File: config.mk
export PLATFORM = sky130hd
export DESIGN_NAME = beta_mem_arbiter
export DESIGN_NICKNAME = d
export VERILOG_FILES = /design/src/rtl/beta_pkg.sv /design/src/rtl/beta_mem_arb_select.sv /design/src/rtl/beta_mem_arbiter.sv
export SDC_FILE = /design/constraint.sdc
export NUM_CORES = 1
export LEC_CHECK = 0
export CAP_MARGIN = 20
export CORE_MARGIN = 10
export CORE_UTILIZATION = 38
export CTS_CLUSTER_SIZE = 30
export DETAILED_ROUTE_END_ITERATION = 16
export PLACE_DENSITY = 0.87
export SLEW_MARGIN = 20
export SYNTH_ARGS = -nofsm -noshare
export SYNTH_HDL_FRONTEND = slang
export SYNTH_SLANG_ARGS = --single-unit
File: constraint.sdc
create_clock -name clk_i -period 6.9 [get_ports clk_i]
set_clock_uncertainty 0.2 [all_clocks]
set_input_delay 1.035 -clock clk_i [delete_from_list [all_inputs] [get_ports clk_i]]
set_output_delay 1.035 -clock clk_i [all_outputs]
set_load 0.02 [all_outputs]
File: src/rtl/beta_pkg.sv
// Shared types for the beta core memory subsystem: requester identities and
// the unified-port arbiter states.
package beta_pkg;

  typedef enum logic [1:0] {
    SRC_NONE  = 2'd0,
    SRC_INSTR = 2'd1,
    SRC_RD    = 2'd2,
    SRC_WR    = 2'd3
  } mem_src_e;

  typedef enum logic [1:0] {
    ARB_IDLE  = 2'd0,
    ARB_ISSUE = 2'd1,
    ARB_WAIT  = 2'd2
  } arb_state_e;

endpackage

File: src/rtl/beta_mem_arb_select.sv
// Combinational winner picker: write > read > fetch, with a starving fetch
// promoted above everything.
module beta_mem_arb_select
  import beta_pkg::*;
(
  input  logic     instr_req,
  input  logic     rd_req,
  input  logic     wr_req,
  input  logic     starve,
  output mem_src_e src
);

  always_comb begin
    src = SRC_NONE;
    if (instr_req && starve) begin
      src = SRC_INSTR;
    end else if (wr_req) begin
      src = SRC_WR;
    end else if (rd_req) begin
      src = SRC_RD;
    end else if (instr_req) begin
      src = SRC_INSTR;
    end
  end

endmodule

File: src/rtl/beta_mem_arbiter.sv
// Shares one unified memory port between fetch, load and store requesters,
// one transaction in flight at a time.
module beta_mem_arbiter
  import beta_pkg::*;
#(
  parameter int DataWidth    = 32,
  parameter int AddressWidth = 32,
  parameter int StarveLimit  = 8
) (
  input  logic                      clk_i,
  input  logic                      rst_i,
  input  logic                      instr_req_i,
  input  logic [AddressWidth-1:0]   instr_addr_i,
  output logic                      instr_ready_o,
  output logic                      instr_valid_o,
  output logic [DataWidth-1:0]      instr_rdata_o,
  input  logic                      rdata_req_i,
  input  logic [AddressWidth-1:0]   rdata_addr_i,
  input  logic [DataWidth/8-1:0]    rdata_strb_i,
  output logic                      rdata_ready_o,
  output logic                      rdata_valid_o,
  output logic [DataWidth-1:0]      rdata_data_o,
  input  logic                      wdata_req_i,
  input  logic [AddressWidth-1:0]   wdata_addr_i,
  input  logic [DataWidth-1:0]      wdata_data_i,
  input  logic [DataWidth/8-1:0]    wdata_strb_i,
  output logic                      wdata_ready_o,
  output logic                      wdata_valid_o,
  output logic                      mem_req_o,
  output logic                      mem_we_o,
  output logic [AddressWidth-1:0]   mem_addr_o,
  output logic [DataWidth-1:0]      mem_wdata_o,
  output logic [DataWidth/8-1:0]    mem_strb_o,
  input  logic                      mem_ready_i,
  input  logic                      mem_valid_i,
  input  logic [DataWidth-1:0]      mem_rdata_i,
  output logic                      arb_busy_o
);

  localparam int StrbW = DataWidth / 8;
  localparam int CntW  = $clog2(StarveLimit + 1);

  arb_state_e             state;
  mem_src_e               grant;
  mem_src_e               winner;
  logic [CntW-1:0]        starve_cnt;
  logic                   starve;
  logic                   we_p0;
  logic [AddressWidth-1:0] addr_p0;
  logic [DataWidth-1:0]   wdata_p0;
  logic [StrbW-1:0]       strb_p0;
  logic                   issue;
  logic                   accept;
  logic                   resp;

  assign starve = (starve_cnt == CntW'(StarveLimit));

  beta_mem_arb_select u_select (
    .instr_req (instr_req_i),
    .rd_req    (rdata_req_i),
    .wr_req    (wdata_req_i),
    .starve    (starve),
    .src       (winner)
  );

  // Control: FSM, grant and starvation counter
  always_ff @(posedge clk_i) begin
    if (rst_i) begin
      state      <= ARB_IDLE;
      grant      <= SRC_NONE;
      starve_cnt <= '0;
    end else begin
      case (state)
        ARB_IDLE: begin
          if (winner != SRC_NONE) begin
            state <= ARB_ISSUE;
            grant <= winner;
          end
          if (winner == SRC_INSTR || !instr_req_i) begin
            starve_cnt <= '0;
          end else if (!starve) begin
            starve_cnt <= starve_cnt + 1'b1;
          end
        end
        ARB_ISSUE: begin
          if (mem_ready_i) begin
            state <= mem_valid_i ? ARB_IDLE : ARB_WAIT;
          end
        end
        ARB_WAIT: begin
          if (mem_valid_i) begin
            state <= ARB_IDLE;
          end
        end
        default: state <= ARB_IDLE;
      endcase
    end
  end

  // Payload capture at the grant; outputs are gated by state so no reset needed
  always_ff @(posedge clk_i) begin
    if (state == ARB_IDLE) begin
      we_p0 <= (winner == SRC_WR);
      case (winner)
        SRC_WR: begin
          addr_p0  <= wdata_addr_i;
          wdata_p0 <= wdata_data_i;
          strb_p0  <= wdata_strb_i;
        end
        SRC_RD: begin
          addr_p0  <= rdata_addr_i;
          wdata_p0 <= '0;
          strb_p0  <= rdata_strb_i;
        end
        default: begin
          addr_p0  <= instr_addr_i;
          wdata_p0 <= '0;
          strb_p0  <= '1;
        end
      endcase
    end
  end

  assign issue  = (state == ARB_ISSUE);
  assign accept = issue && mem_ready_i;
  assign resp   = mem_valid_i && (accept || state == ARB_WAIT);

  assign mem_req_o   = issue;
  assign mem_we_o    = issue && we_p0;
  assign mem_addr_o  = issue ? addr_p0  : '0;
  assign mem_wdata_o = issue ? wdata_p0 : '0;
  assign mem_strb_o  = issue ? strb_p0  : '0;

  assign instr_ready_o = accept && (grant == SRC_INSTR);
  assign rdata_ready_o = accept && (grant == SRC_RD);
  assign wdata_ready_o = accept && (grant == SRC_WR);

  assign instr_valid_o = resp && (grant == SRC_INSTR);
  assign rdata_valid_o = resp && (grant == SRC_RD);
  assign wdata_valid_o = resp && (grant == SRC_WR);

  assign instr_rdata_o = instr_valid_o ? mem_rdata_i : '0;
  assign rdata_data_o  = rdata_valid_o ? mem_rdata_i : '0;

  assign arb_busy_o = (state != ARB_IDLE);

endmodule
# Yosys cells after proc, flatten, opt, wreduce, memory -nomap -nowiden
# Index checks and enable logic that the tools add are counted.
# totals
register_bits,77
latchBits,0
mem_bits_rw,0
rom_bits,0
input_bits,175
output_inout_bits,141
elab_cells,58
mem_count,0
# op_classes
add_sub_neg,1
multipliers,0
div,0
magnitude_cmp,0
n_eq_ne,13
shift,0
muxes,18
n_bitwise,0
n_reduce_logical,19
# op_table
cell,n
$mux W32,4
$pmux W32 S2,1
$mux W2,7
$mux W4,3
$eq A2 B2 Y1 const B,5
$logic_and A1 B1 Y1,10
$ne A2 B2 Y1 const B,4
$pmux W4 S2,1
$eq A2 B1 Y1 const B,3
$pmux W2 S3,1
$add A4 B1 Y4 const B,1
$eq A4 B4 Y1 const B,1
$reduce_and A2 Y1,2
$reduce_bool A2 Y1,2
$reduce_and A3 Y1,1
$logic_not A2 Y1,1
$logic_or A1 B1 Y1,2
$logic_not A1 Y1,1
$mux W1,1

# Depth between registers and ports, before layout
# depth
depth_word,8
depth_mapped,7
ltp_nobuf,5

# Cells and area by module
# From an unflattened synthesis, not the netlist that was laid out.
# hier_totals
cells_unflattened,435
hier_area_um2,4519.3
# by_module_without_submodules
mod,n_inst,cells_each,area_each_um2,seq_area_each_um2
beta_mem_arbiter,1,431,4496.8,2232.1
beta_mem_arb_select,1,4,22.5,0.0

# Worst setup path after synthesis
# OpenSTA, ideal clock, no wires.
# synth_path
path_kind,input to output
from,in mem_ready_i
to,out instr_rdata_o[22]
arrival_ps,1976
required_time_ps,5665
path_slack_ps,3689
cell_stages,4
path_buffers,1
path_cell_list,nand3b_2 > a211oi_2 > buf_2 > and2_1
# synth_via
elab_chain_len,5
# synth_rtl
item,line,rtl
start: declaration,beta_mem_arbiter.sv:34,"input logic mem_ready_i,"
$logic_and A1 B1 Y1,beta_mem_arbiter.sv:125,assign accept = issue && mem_ready_i;
$logic_or A1 B1 Y1,beta_mem_arbiter.sv:126,assign resp = mem_valid_i && (accept || state == ARB_WAIT);
$logic_and A1 B1 Y1,beta_mem_arbiter.sv:126,
$logic_and A1 B1 Y1,beta_mem_arbiter.sv:138,assign instr_valid_o = resp && (grant == SRC_INSTR);
via instr_valid_o,beta_mem_arbiter.sv:15,"output logic instr_valid_o,"
$mux W32,beta_mem_arbiter.sv:142,assign instr_rdata_o = instr_valid_o ? mem_rdata_i : '0;
end: declaration,beta_mem_arbiter.sv:16,"output logic [DataWidth-1:0] instr_rdata_o,"
# The timed path passes the listed nets, and every way through them passes these cells.

# Final worst setup path
# layout_path
from,in mem_ready_i
to,out rdata_data_o[9]
# layout_via
elab_chain_len,5
# layout_rtl
item,line,rtl
$logic_and A1 B1 Y1,beta_mem_arbiter.sv:125,
$logic_or A1 B1 Y1,beta_mem_arbiter.sv:126,
$logic_and A1 B1 Y1,beta_mem_arbiter.sv:126,
$logic_and A1 B1 Y1,beta_mem_arbiter.sv:139,assign rdata_valid_o = resp && (grant == SRC_RD);
$mux W32,beta_mem_arbiter.sv:143,assign rdata_data_o = rdata_valid_o ? mem_rdata_i : '0;
end: declaration,beta_mem_arbiter.sv:22,"output logic [DataWidth-1:0] rdata_data_o,"
# Every way passes these cells.

==> results.yml <==
run_status:
  outcome: "complete, no violations"
job:
  max_cap_viol_count: 0
synthesis:
  seq_area_frac_synth_pct: 49.9
  syn-cell-area_sq_um: 4470
  synthCells: 477
  postSynthAreaPerCell_sq_um: 9.38
  synth.distinct_cells: 37
  syn_nets: 654
  yosysWarnings: 0
  ys_seq_elements: 77
clock_network:
  cts_root_buffer: "clkbuf_16"
  cts_tree: "done"
  cts_sinks: 77
  cts_setup_buffers: 0
  cts_max_path_buffers: 2
  clk_pin_slew_worst_paths_ns: 0.06
  postCtsResizedCells: 0
  cts_hold_buf: 0
  cts_max_level: 3
  worstSkewPairLatency_ns: 0.33
  cts_buffers: 9
drt:
  ant_nets: 0
  vias: 4737
  drtPass1Iterations: 7
  vias_per_cell: 5.19
  route.detailed.wl_per_inst_um: 20.8
  drt-initial-drc-count: 447
  drc_errors: 0
  wl_mm: 19.0
layout:
  diodes: 0
  fin_util_pct: 70.3
  fin_cells: 913
  final_nets: 942
  syn2layout_area_growth_pct: 80.1
  final_common_cell: "clkdlybuf4s50_1"
  layout_common_cells: "clkdlybuf4s50_1 (314), and2_1 (133), nand3_1 (97), edfxtp_1 (69), o21ai_0 (33)"
  drive_above_1_share_pct: 3.90
timing:
  grt_setup_unrepaired: "false"
  max_slew_margin_pct: 34.8
  fin_tns_setup_ns: 0
  fin_crit_sh_pct: 70.0
  fin_crit_ns: 4.83
  hold_slack_ns: 0.293
  setup-violations-final: 0
  worst_pin_slew_ns: 0.975
  hold_viol_final: 0
  max_freq_mhz: 207
  slew_viol_final: 0
die:
  coreArea_sq_um: 11500
  start_util_pct: 39.0
  dieArea_sq_um: 16500
  die_y_um: 129
  fp.dieW_um: 129
  io_pins: 316
  core.rowCount: 39
min_path:
  hp-class: "reg2reg"
grt:
  grt_pass1_vias: 4912
  overflow: 0
  antenna_found_initial: 0
  use_met2_pct: 39.7
  grt_usage_pct: 21.5
  top_usage_layer: "met2"
  grt_pass1_wl_mm: 28.1
  grt_max_degree: 76
  grt_util_met3_pct: 5.83
  met1_usage_pct: 23.8
critical_path:
  cp-end-kind: "output pin"
  r2r_end: "starve_cnt[3]$_SDFFE_PP0P_"
  crit_end: "rdata_data_o[9]"
  timing.rr.start: "state[0]$_SDFFE_PP0P_"
  reg2reg_depth: 5
  startpoint: "mem_ready_i"
  crit_fanout: 33
  reg2reg_slack_ns: 4.42
  cp.required_ns: 5.66
  start_kind: "input pin"
  cp.arrival_ns: 3.60
  crit_type: "in2out"
placed_design:
  gp_congestion: 0.934
  port_buffers: 315
  dp_hpwl_mm: 14.8
  numPlacedInstances: 897
power_and_ir_drop:
  ir_drop_mv: 0.114
  leakage_nw: 3.07
  p_per_area_nw_per_um2: 182
metrics by stage:
| step | total power, mW | setup WS [ns] | instance area (sq um) |
|---|---|---|---|
| 2_1_floorplan | 0.727 | 3.69 | 4470 |
| 3_3_place_gp | 0.928 | 1.95 | 7680 |
| 3_5_place_dp | 0.944 | 2.09 | 7720 |
| 4_1_cts | 1.48 | 2.09 | 8060 |
| 5_1_grt | 1.52 | 1.93 | 8060 |
| 6_report | 1.46 | 2.07 | 8060 |
power by group:
part	internal, mW	switching [mW]	leakage, nW
logic	0.192	0.162	2.13
registers	0.567	0.0119	0.772
clock network	0.352	0.178	0.161
total	1.11	0.352	3.07
flip-flops by register name, summed over array words and instances (netlist names):
name,count
addr_p0,32
grant,2
starve_cnt,4
state,2
strb_p0,4
wdata_p0,32
we_p0,1
cell usage after synthesis:
library cell  count  area share (%)
o21a_1            1            0.17
a31oi_1           2            0.28
buf_2             7            0.78
nor2_4            1            0.25
o22ai_1           4            0.56
nand3b_1          2            0.34
nor2b_1           3            0.42
nand4b_1          1            0.20
nor2_1            5            0.42
or2_2             1            0.14
buf_1             1           0.084
inv_1             5            0.42
nand2_1           9            0.75
dfxtp_1           8             3.6
nand4_1           4            0.56
nand2b_1          4            0.56
nand3b_2          1            0.25
o211ai_1          1            0.17
a311oi_1          1            0.20
a211oi_2          2            0.56
ha_1              2            0.56
nor4_1            1            0.14
a2111oi_0         1            0.20
a211oi_1          2            0.34
nand3_1          97              11
clkbuf_1         35             2.9
inv_2             1           0.084
a21oi_1           3            0.34
and2_1          133              19
nor3_1            1            0.11
or4_1             1            0.17
clkbuf_2          1            0.11
and4b_1           1            0.22
and3_1           32             4.5
edfxtp_1         69              46
o21ai_0          33             3.7
o41ai_1           1            0.20
worst min path at each step:
stage                                from                    endpoint  slack [ns]  cells after the start
3_5_place_dp   starve_cnt[1]$_SDFFE_PP0P_  starve_cnt[1]$_SDFFE_PP0P_        0.28                      2
6_report       starve_cnt[1]$_SDFFE_PP0P_  starve_cnt[1]$_SDFFE_PP0P_        0.29                      2
5_1_grt        starve_cnt[1]$_SDFFE_PP0P_  starve_cnt[1]$_SDFFE_PP0P_        0.33                      2
3_3_place_gp   starve_cnt[1]$_SDFFE_PP0P_  starve_cnt[1]$_SDFFE_PP0P_        0.27                      2
4_1_cts        starve_cnt[1]$_SDFFE_PP0P_  starve_cnt[1]$_SDFFE_PP0P_        0.29                      2
2_1_floorplan  starve_cnt[1]$_SDFFE_PP0P_  starve_cnt[1]$_SDFFE_PP0P_        0.26                      2
kinds of logic (layout without fill, tap and decap cells):
kind of cell,Yosys count,in the layout,synth area share (%)
flip-flops,77,77,49.9
buffers and inverters,50,343,4.42
AO/OA/AOI/OAI,51,51,6.68
AND/OR/NAND/NOR,297,297,38.5
adder cells (fa/ha/maj),2,2,0.559
cell type report:
type,instances,area [sq um]
Clock buffer,11,233
Clock inverter,5,98.8
Fill cell,841,3410
Inverter,6,22.5
Multi-Input combinational cell,350,2080
Sequential cell,77,2230
Tap cell,143,179
Timing Repair Buffer,321,3210
worst max-delay path, stage by stage:
cell and delay, ns:
clkdlybuf4s50_1 0.51, nand3b_2 0.22, a211oi_4 0.89, and2_1 0.30
clkdlybuf4s50_1 0.63
metal layers:
layer,wire [um],vias to the layer above
met3,1600,15
met1,6950,2248
met5,0,-
met2,10200,217
met4,240,0
li1,-,2257
(Power assumes the default switching activity.)
